===== src/rtl/vid_sync_generator.sv =====
// vid_sync_generator: pixel-phase, sync, display-enable and raster-interrupt timing source
module vid_sync_generator #(
  parameter int H_RES     = 640,
  parameter int H_FP      = 16,
  parameter int H_SYNC    = 96,
  parameter int H_BP      = 48,
  parameter int V_RES     = 480,
  parameter int V_FP      = 10,
  parameter int V_SYNC    = 2,
  parameter int V_BP      = 33,
  parameter bit HS_POL    = 1'b0,
  parameter bit VS_POL    = 1'b0,
  parameter int PIXEL_DIV = 4
) (
  input  logic        clk,
  input  logic        reset,
  input  logic [11:0] irq_line,
  input  logic        irq_ena,
  output logic [3:0]  pc_ena,
  output logic        hde,
  output logic        vde,
  output logic        hs,
  output logic        vs,
  output logic [47:0] HV_triggers_out,
  output logic        raster_irq,
  output logic [15:0] frame_count
);
  localparam int H_TOTAL = H_RES + H_FP + H_SYNC + H_BP;
  localparam int V_TOTAL = V_RES + V_FP + V_SYNC + V_BP;
  localparam logic [11:0] H_ACT = 12'(H_RES);
  localparam logic [11:0] V_ACT = 12'(V_RES);
  localparam logic [11:0] HS_BEG = 12'(H_RES + H_FP);
  localparam logic [11:0] HS_END = 12'(H_RES + H_FP + H_SYNC);
  localparam logic [11:0] VS_BEG = 12'(V_RES + V_FP);
  localparam logic [11:0] VS_END = 12'(V_RES + V_FP + V_SYNC);
  localparam logic [11:0] H_LAST = 12'(H_TOTAL - 1);
  localparam logic [11:0] V_LAST = 12'(V_TOTAL - 1);
  localparam logic [3:0]  PC_LAST = 4'(PIXEL_DIV - 1);
  logic [11:0] h_cnt, v_cnt;
  logic tick, h_wrap, v_wrap, line_start, hde_n, vde_n, hs_win, vs_win;
  always_comb begin
    tick       = pc_ena == 4'd0;
    h_wrap     = h_cnt == H_LAST;
    v_wrap     = v_cnt == V_LAST;
    line_start = h_cnt == 12'd0;
    hde_n      = h_cnt < H_ACT;
    vde_n      = v_cnt < V_ACT;
    hs_win     = h_cnt >= HS_BEG && h_cnt < HS_END;
    vs_win     = v_cnt >= VS_BEG && v_cnt < VS_END;
  end
  always_ff @(posedge clk or posedge reset)
    if (reset) begin
      pc_ena          <= '0;
      h_cnt           <= '0;
      v_cnt           <= '0;
      frame_count     <= '0;
      hde             <= 1'b0;
      vde             <= 1'b0;
      hs              <= ~HS_POL;
      vs              <= ~VS_POL;
      HV_triggers_out <= '0;
      raster_irq      <= 1'b0;
    end else begin
      pc_ena     <= (PIXEL_DIV == 1 || pc_ena == PC_LAST) ? 4'd0 : pc_ena + 4'd1;
      // cleared on every non-tick clk so the pulse is one clk wide regardless of PIXEL_DIV
      raster_irq <= tick && irq_ena && line_start && v_cnt == irq_line;
      if (tick) begin
        hde             <= hde_n;
        vde             <= vde_n;
        hs              <= hs_win ? HS_POL : ~HS_POL;
        vs              <= vs_win ? VS_POL : ~VS_POL;
        HV_triggers_out <= {20'd0, vde_n, hde_n, line_start && v_cnt == 12'd0, line_start, v_cnt, h_cnt};
        h_cnt           <= h_wrap ? 12'd0 : h_cnt + 12'd1;
        if (h_wrap) v_cnt <= v_wrap ? 12'd0 : v_cnt + 12'd1;
        if (h_wrap && v_wrap) frame_count <= frame_count + 16'd1;
      end
    end
endmodule

===== config.mk =====
export PLATFORM = sky130hd
export DESIGN_NAME = vid_sync_generator
export DESIGN_NICKNAME = d
export VERILOG_FILES = /design/src/rtl/vid_sync_generator.sv
export SDC_FILE = /design/constraint.sdc
export NUM_CORES = 1
export LEC_CHECK = 0
export CAP_MARGIN = 20
export CORE_MARGIN = 3
export CORE_UTILIZATION = 40
export CTS_BUF_LIST = sky130_fd_sc_hd__clkbuf_4
export CTS_CLUSTER_DIAMETER = 50
export CTS_CLUSTER_SIZE = 28
export DETAILED_ROUTE_END_ITERATION = 7
export DONT_BUFFER_PORTS = 1
export GPL_ROUTABILITY_DRIVEN = 0
export SETUP_SLACK_MARGIN = 0.05
export SYNTH_ARGS = -nofsm -noshare
export SYNTH_HDL_FRONTEND = slang
export SYNTH_SLANG_ARGS = --single-unit

===== constraint.sdc =====
create_clock -name clk -period 3 [get_ports clk]
set_input_delay 0.45 -clock clk [delete_from_list [all_inputs] [get_ports clk]]
set_output_delay 0.45 -clock clk [all_outputs]
set_load 0.01 [all_outputs]

* Word-level counts from Yosys, hierarchy flattened *
Cells that the tools add are included.

word-level totals
  register bits = 77
  latch bits = 0
  bits in writable memories = 0
  bits in read-only memories = 0
  bits of input ports = 15
  output and inout bits = 73
  memories = 0

cells by class
  add/sub/neg operators = 4
  multiply operators = 0
  divide/modulo/power cells = 0
  magnitude comparators = 6
  equality and inequality tests = 4
  shifts and indexed selects = 0
  mux-type cells = 5
  bitwise gates (word level) = 0
  reductions and logical operators = 12

operators by type and width
  cell                                                                     count
  12-bit by 1-bit adder with 12-bit output, second input constant          2
  12-bit by 10-bit == test with 1-bit output, second input constant        2
  12-bit logical NOT                                                       2
  12-bit by 10-bit < comparator with 1-bit output, second input constant   2
  12-bit by 9-bit < comparator with 1-bit output, second input constant    2
  12-bit two-way mux                                                       2
  16-bit by 1-bit adder with 16-bit output, second input constant          1
  12-bit == test                                                           1
  12-bit by 10-bit >= comparator with 1-bit output, second input constant  1
  12-bit by 9-bit >= comparator with 1-bit output, second input constant   1
  1-bit logical AND                                                        7
  4-bit by 1-bit adder with 4-bit output, second input constant            1
  4-bit by 2-bit == test with 1-bit output, second input constant          1
  4-bit logical NOT                                                        1
  4-bit two-way mux                                                        1
  2-bit AND reduction                                                      2
  1-bit two-way mux                                                        2

* Logic depth before layout (Yosys ltp) *
Gate-level depths: netlist (run 1).

  word-level depth = 4
  mapped depth = 8

* Worst setup path after synthesis (run 1) *
No wires, ideal clock.

  path type = register -> register
  from = reg pc_ena[0]
  to = reg v_cnt[7]
  arrival time = 2.375 ns
  required time = 2.875 ns
  setup slack = 0.500 ns
  stages on the path, launching flop included = 9
  buffers on the path = 1
  clock period less this slack = 2.500 ns
  cells stage by stage = dfrtp_1 inv_1 ha_1 or3b_2 or4_1 buf_2 nor2_1 and3_1 mux2_2

between the ends
  cells in the longest elaborated chain, start to end = 2

RTL lines
  element                               line  source
  from (decl)                           19    output logic [3:0] pc_ena,
  from (signal assigned)                64    pc_ena <= (PIXEL_DIV == 1 || pc_ena == PC_LAST) ? 4'd0 : pc_ena + 4'd1;
  4-bit logical NOT                     42    tick = pc_ena == 4'd0;
  2-bit AND reduction (no source line)  --
  to (signal assigned)                  74    if (h_wrap) v_cnt <= v_wrap ? 12'd0 : v_cnt + 12'd1;
  to (decl)                             39    logic [11:0] h_cnt, v_cnt;

Every way passes these cells.
A chain may end at the register's enable or synchronous reset.

* Worst setup path in the final report (run 1) *
  from = reg pc_ena[0]
  to = reg v_cnt[3]

The elaborated chain is that of the path after synthesis.

==> out/metrics.yaml, run 1 <==
outcome: "completed"
ys_async_sr_fraction: 1.00
die_x_um: 102
swShare: 0.232
dr.first_iter.drc_count: 84
yosysMostFrequentCell: "nand2_1"
synthTopCellsByCount: "nand2_1 (94), dfrtp_1 (73), buf_4 (22)"
synthXorXnorAreaFrac: 0.0932
dp_hpwl_um: 5340
max_stage_delay_ns: 0.58
cp_data_arrival_time_ns: 2.98
worst_clock_skew_ns: 0.0187
hp-class: "in -> async"
antenna_cells: 0
worstSetupEndpointType: "register"
timing.rr.end: "v_cnt[3]"
synth-compound-area-share: 0.0533
r2r_setup_slack_ns: 0.39
yosys-mux-area-fraction: 0.00615
via_per_inst: 5.23
tightest_slew_ns: 0.704
avgSynthCellArea_um2: 9.35
timing_hold_violations_final: 0
drv_slew: 0
r2r_start: "pc_ena[0]"
yosysWarnings: 0
synth_top_cell_area_share: 0.499
syn_area_um2: 3660
dr.pass1.iters: 4
yosys-top-cells-area: "dfrtp_1 (50%), nand2_1 (9.6%), xnor2_1 (5.0%)"
fmax_ghz: 0.383
seq_area_frac_synth: 0.513
grt_pass1_wl_um: 12600
p_comb_frac: 0.024
synth_top_family_by_area: "simple AND/OR/NAND/NOR gates"
slowest_stage: "or4_1"
tritoncts: "yes"
wirelength_um: 7740
clk_transition_reported_paths_ns: 0.12
clkSinkCount: 75
intPower_mw: 1.27
drc: 0
synth-simple-area-share: 0.231
antenna_found_initial: 0
cp_cell_sequence: "inv_1 -> ha_1 -> or3b_2 -> or4_1 -> buf_4 -> or3_1 -> a21oi_1 -> a21o_1"
critPathLaunchType: "register"
fin_crit_sh: 0.869
nets: 408
htree_levels: 3
drv_cap: 0
io_pins: 88
powerDensity_nw_per_um2: 434
setup_tns_ns: 0
drive_gt1_frac: 0.0744
num_vias: 2607
path_max_fanout: 8
grt_pass1_vias: 2538
ir_worst_vdd_v: 0.000202
cts_buffers: 9
die_area_um2: 10300
drtAntennaViolNets: 0
synth_edf_count: 0
fp.dieH_um: 102
cts_root_buffer: "clkbuf_4"
seq_power_share: 0.609
rows: 34
p_leak_nw: 1.89
syn2layout_area_growth_pct: 4.34
rsz0062_at_grt: "false"
coreArea_um2: 8810
wire_per_inst_um: 15.5
start_util: 0.416
synthFlopType: "dfrtp_1"
cts_resized: 0
grt_max_degree: 45
track_usage: 0.158
synthDistinctLibCells: 40
clkPwrFrac: 0.367
grt.overflow.total: 0
cts.path.max_buffers: 2
period_needed_ns: 2.61
r2r_cells: 8
worstSkewPairLatency_ns: 0.43
path_class: "reg -> reg"
synth_seq_cells: 75
synth_top_cell_by_area: "dfrtp_1"
p_total_mw: 1.66
synth_cells: 392
cp.required_ns: 3.37
relSlewSlack: 0.530
power.switching_mw: 0.386
yosys.area_share.adder: 0.0239
setup_viol: 0
postCtsSetupBuffers: 0
ctsHoldBuffers: 0
io_buffers: 0
## logic make-up after synthesis
kind of cell	count (synthesis)
buf+inv	54
other cells	1
fa+ha+maj	7
compound gates	33
mux	2
xor+xnor	39
simple gates	181
flops	75
## per-layer routing
| metal | global-route usage | share of wire |
|---|---|---|
| met1 | 0.204 | 0.44 |
| met2 | 0.242 | 0.45 |
| met3 | 0.0537 | 0.088 |
| met4 | 0.0644 | 0.018 |
| met5 | 0 | 0 |
## power groups by stage
stage	combinational (mW)	clock, mW	sequential (mW)
floorplan	0.0511	0	1.03
global placement	0.0414	0	1.03
detailed placement	0.0421	0	1.03
CTS	0.0420	0.631	1.01
global route	0.0472	0.670	1.01
finish	0.0406	0.609	1.01
## stage by stage
stage          utilization  area, um2  hold slack [ns]  instances  worst slack [ns]
6_report             0.434       3820         0.000504        498             0.392
5_1_grt              0.434       3820           0.0187        498             0.242
4_1_cts              0.434       3820          0.00230        498             0.381
3_5_place_dp         0.419       3690            0.491        483             0.408
3_3_place_gp         0.419       3690            0.485        483             0.456
2_1_floorplan            -       3730            0.485        411             0.500
## critical path: cells and delay by family (launching register included)
kind	cells	cell delay, ns
AOI/OAI and AO/OA	2	0.25
adders and majority gates	1	0.14
buffers and inverters	2	0.29
DFF	1	0.47
and+or+nand+nor	3	1.40
## cell usage in the layout (no fill, tap or decap), types with 6 or more instances in the layout
cell and n:
nand3_1 17, and3_1 6, ha_1 7, nor2_1 21
dfrtp_1 73, inv_1 11, xor2_1 18, nand4_1 11
xnor2_1 21, a21oi_1 7, nor3_1 7, conb_1 20
clkbuf_4 10, o21ai_0 14, nand2_1 94
## final cells by class
cell class              instances  area (um2)
fillers                       872        4980
flip-flops and latches         75        1880
multi-input cells             282        1580
well taps                     108         135
clock buffers                  10        75.1
repair buffers                  6        57.6
clock inverters                 5        55.1
inverters                      12        45.0
## worst max path at each step
stage               startpoint             end  cells after the start
floorplan            pc_ena[0]        v_cnt[7]                      8
global placement     pc_ena[0]        v_cnt[7]                      7
detailed placement   pc_ena[0]  frame_count[6]                      7
CTS                  pc_ena[0]        v_cnt[3]                      8
global route         pc_ena[0]  frame_count[6]                      7
finish               pc_ena[0]        v_cnt[3]                      8
## sequential cells by signal, summed over array words and instances, names as in the netlist
signal / count
hs: 1
pc_ena: 4
HV_triggers_out: 27
v_cnt: 12
h_cnt: 12
vs: 1
frame_count: 16
raster_irq: 1
vde: 1
(Power assumes the default switching activity.)
==> run 2: changes to the inputs <==
- CORE_MARGIN: 3 -> not set
- CORE_UTILIZATION: 40 -> 30
==> out/metrics.yaml, run 2 (synthesis gave the netlist of run 1 again) <==
outcome: "completed"
die_x_um: 113
ff_latch_area_um2: 1880
utilization: 0.329
max_stage_delay_ns: 0.59
fp.dieH_um: 113
coreArea_um2: 11700
ir_worst_vdd_v: 0.000134
period_needed_ns: 2.62
dr.first_iter.drc_count: 94
cp_num_buf_inv: 1
relSlewSlack: 0.456
worst_hold_slack_ns: 0.00858
grt_pass1_wl_um: 13000
rows: 39
grt_pass1_vias: 2570
setup_tns_ns: 0
regMostFlops: "HV_triggers_out"
crit_end: "frame_count[11]"
tritoncts: "yes"
cts_buffers: 9
track_usage: 0.134
io_pins: 88
cp_data_arrival_time_ns: 2.95
r2r_start: "pc_ena[0]"
num_vias: 2593
r2r_cells: 7
worstSkewPairLatency_ns: 0.43
final_cell_mix: "nand2_1 (93), dfrtp_1 (73), nor2_1 (21), xnor2_1 (21), conb_1 (20)"
tightest_slew_ns: 0.816
cp.required_ns: 3.32
drv_slew: 0
grt.overflow.total: 0
postCtsSetupBuffers: 0
setup_viol: 0
io_buffers: 0
final_common_cell: "nand2_1"
multiInputGateArea_um2: 1580
die_area_um2: 12700
fin_crit_sh: 0.875
via_per_inst: 4.86
cts.path.max_buffers: 2
cp.depth: 7
path_class: "reg -> reg"
nets: 406
dr.pass1.iters: 4
crit_path_start: "pc_ena[0]"
top_regs: "HV_triggers_out (27), frame_count (16)"
cp_cell_sequence: "inv_1 -> ha_1 -> or3b_2 -> or4_4 -> nor3_4 -> nand3_1 -> xnor2_1"
dp_hpwl_um: 5500
critPathLaunchType: "register"
cts_root_buffer: "clkbuf_4"
path_max_fanout: 10
r2r_setup_slack_ns: 0.38
timing_hold_violations_final: 0
fillCellCount: 1198
wire_per_inst_um: 14.7
drc: 0
clkSinkCount: 75
drive_gt1_frac: 0.0746
htree_levels: 3
clk_transition_reported_paths_ns: 0.11
grt_max_degree: 45
timing.rr.end: "frame_count[11]"
worst_clock_skew_ns: 0.00905
powerDensity_nw_per_um2: 412
hp-class: "in -> async"
rsz0062_at_grt: "false"
drv_cap: 0
worstSetupEndpointType: "register"
critical_path.top_delay_family: "simple AND/OR/NAND/NOR gates"
drtAntennaViolNets: 0
p_total_mw: 1.58
largest_reg_flops: 27
wirelength_um: 7820
syn2layout_area_growth_pct: 4.78
start_util: 0.314
antenna_found_initial: 1
ctsHoldBuffers: 0
fmax_ghz: 0.381
p_leak_nw: 1.88
slowest_stage: "or4_4"
[run 2: worst min-delay path by stage]
stage / endpoint / start / cells after the start
floorplan: hs / hs / 2
global placement: pc_ena[3] / reset / 1
detailed placement: pc_ena[1] / reset / 1
CTS: pc_ena[3] / reset / 1
global route: pc_ena[1] / reset / 1
finish: pc_ena[1] / reset / 1
[run 2: power breakdown]
group	switching, mW	internal (mW)	total (mW)
Combinational	0.0337	0.00715	0.0408
Sequential	0	1.01	1.01
Clock	0.338	0.191	0.529
Total	0.372	1.21	1.58
[run 2: final cells by class]
class | instances | area share
Clock inverter | 4 | 0.00456
Timing Repair Buffer | 4 | 0.0111
Multi-Input combinational cell | 282 | 0.412
Antenna cell | 1 | 0.000652
Tap cell | 143 | 0.0466
Clock buffer | 12 | 0.0235
Inverter | 12 | 0.0121
Sequential cell | 75 | 0.490
[run 2: metal layers]
metal | GRT usage | vias up | share of wire
li1 | - | 1244 | -
met5 | 0 | - | 0
met4 | 0.0720 | 0 | 0.024
met1 | 0.162 | 1264 | 0.46
met2 | 0.212 | 71 | 0.46
met3 | 0.0432 | 14 | 0.063
[run 2: repair_timing]
item | 4_1_cts | 5_1_grt
resized for setup | 0 | 2
setup endpoints to repair | 0 | 5
endpoints found under the hold margin | 0 | 0
[run 2: per-stage QoR]
| step | std cells | setup WS (ns) | instance area [um2] |
|---|---|---|---|
| final | 533 | 0.376 | 3840 |
| after global routing | 533 | 0.0999 | 3840 |
| after CTS | 532 | 0.157 | 3830 |
| after detailed placement | 516 | 0.195 | 3720 |
| after global placement | 516 | 0.305 | 3720 |
| after floorplan | 411 | 0.500 | 3730 |
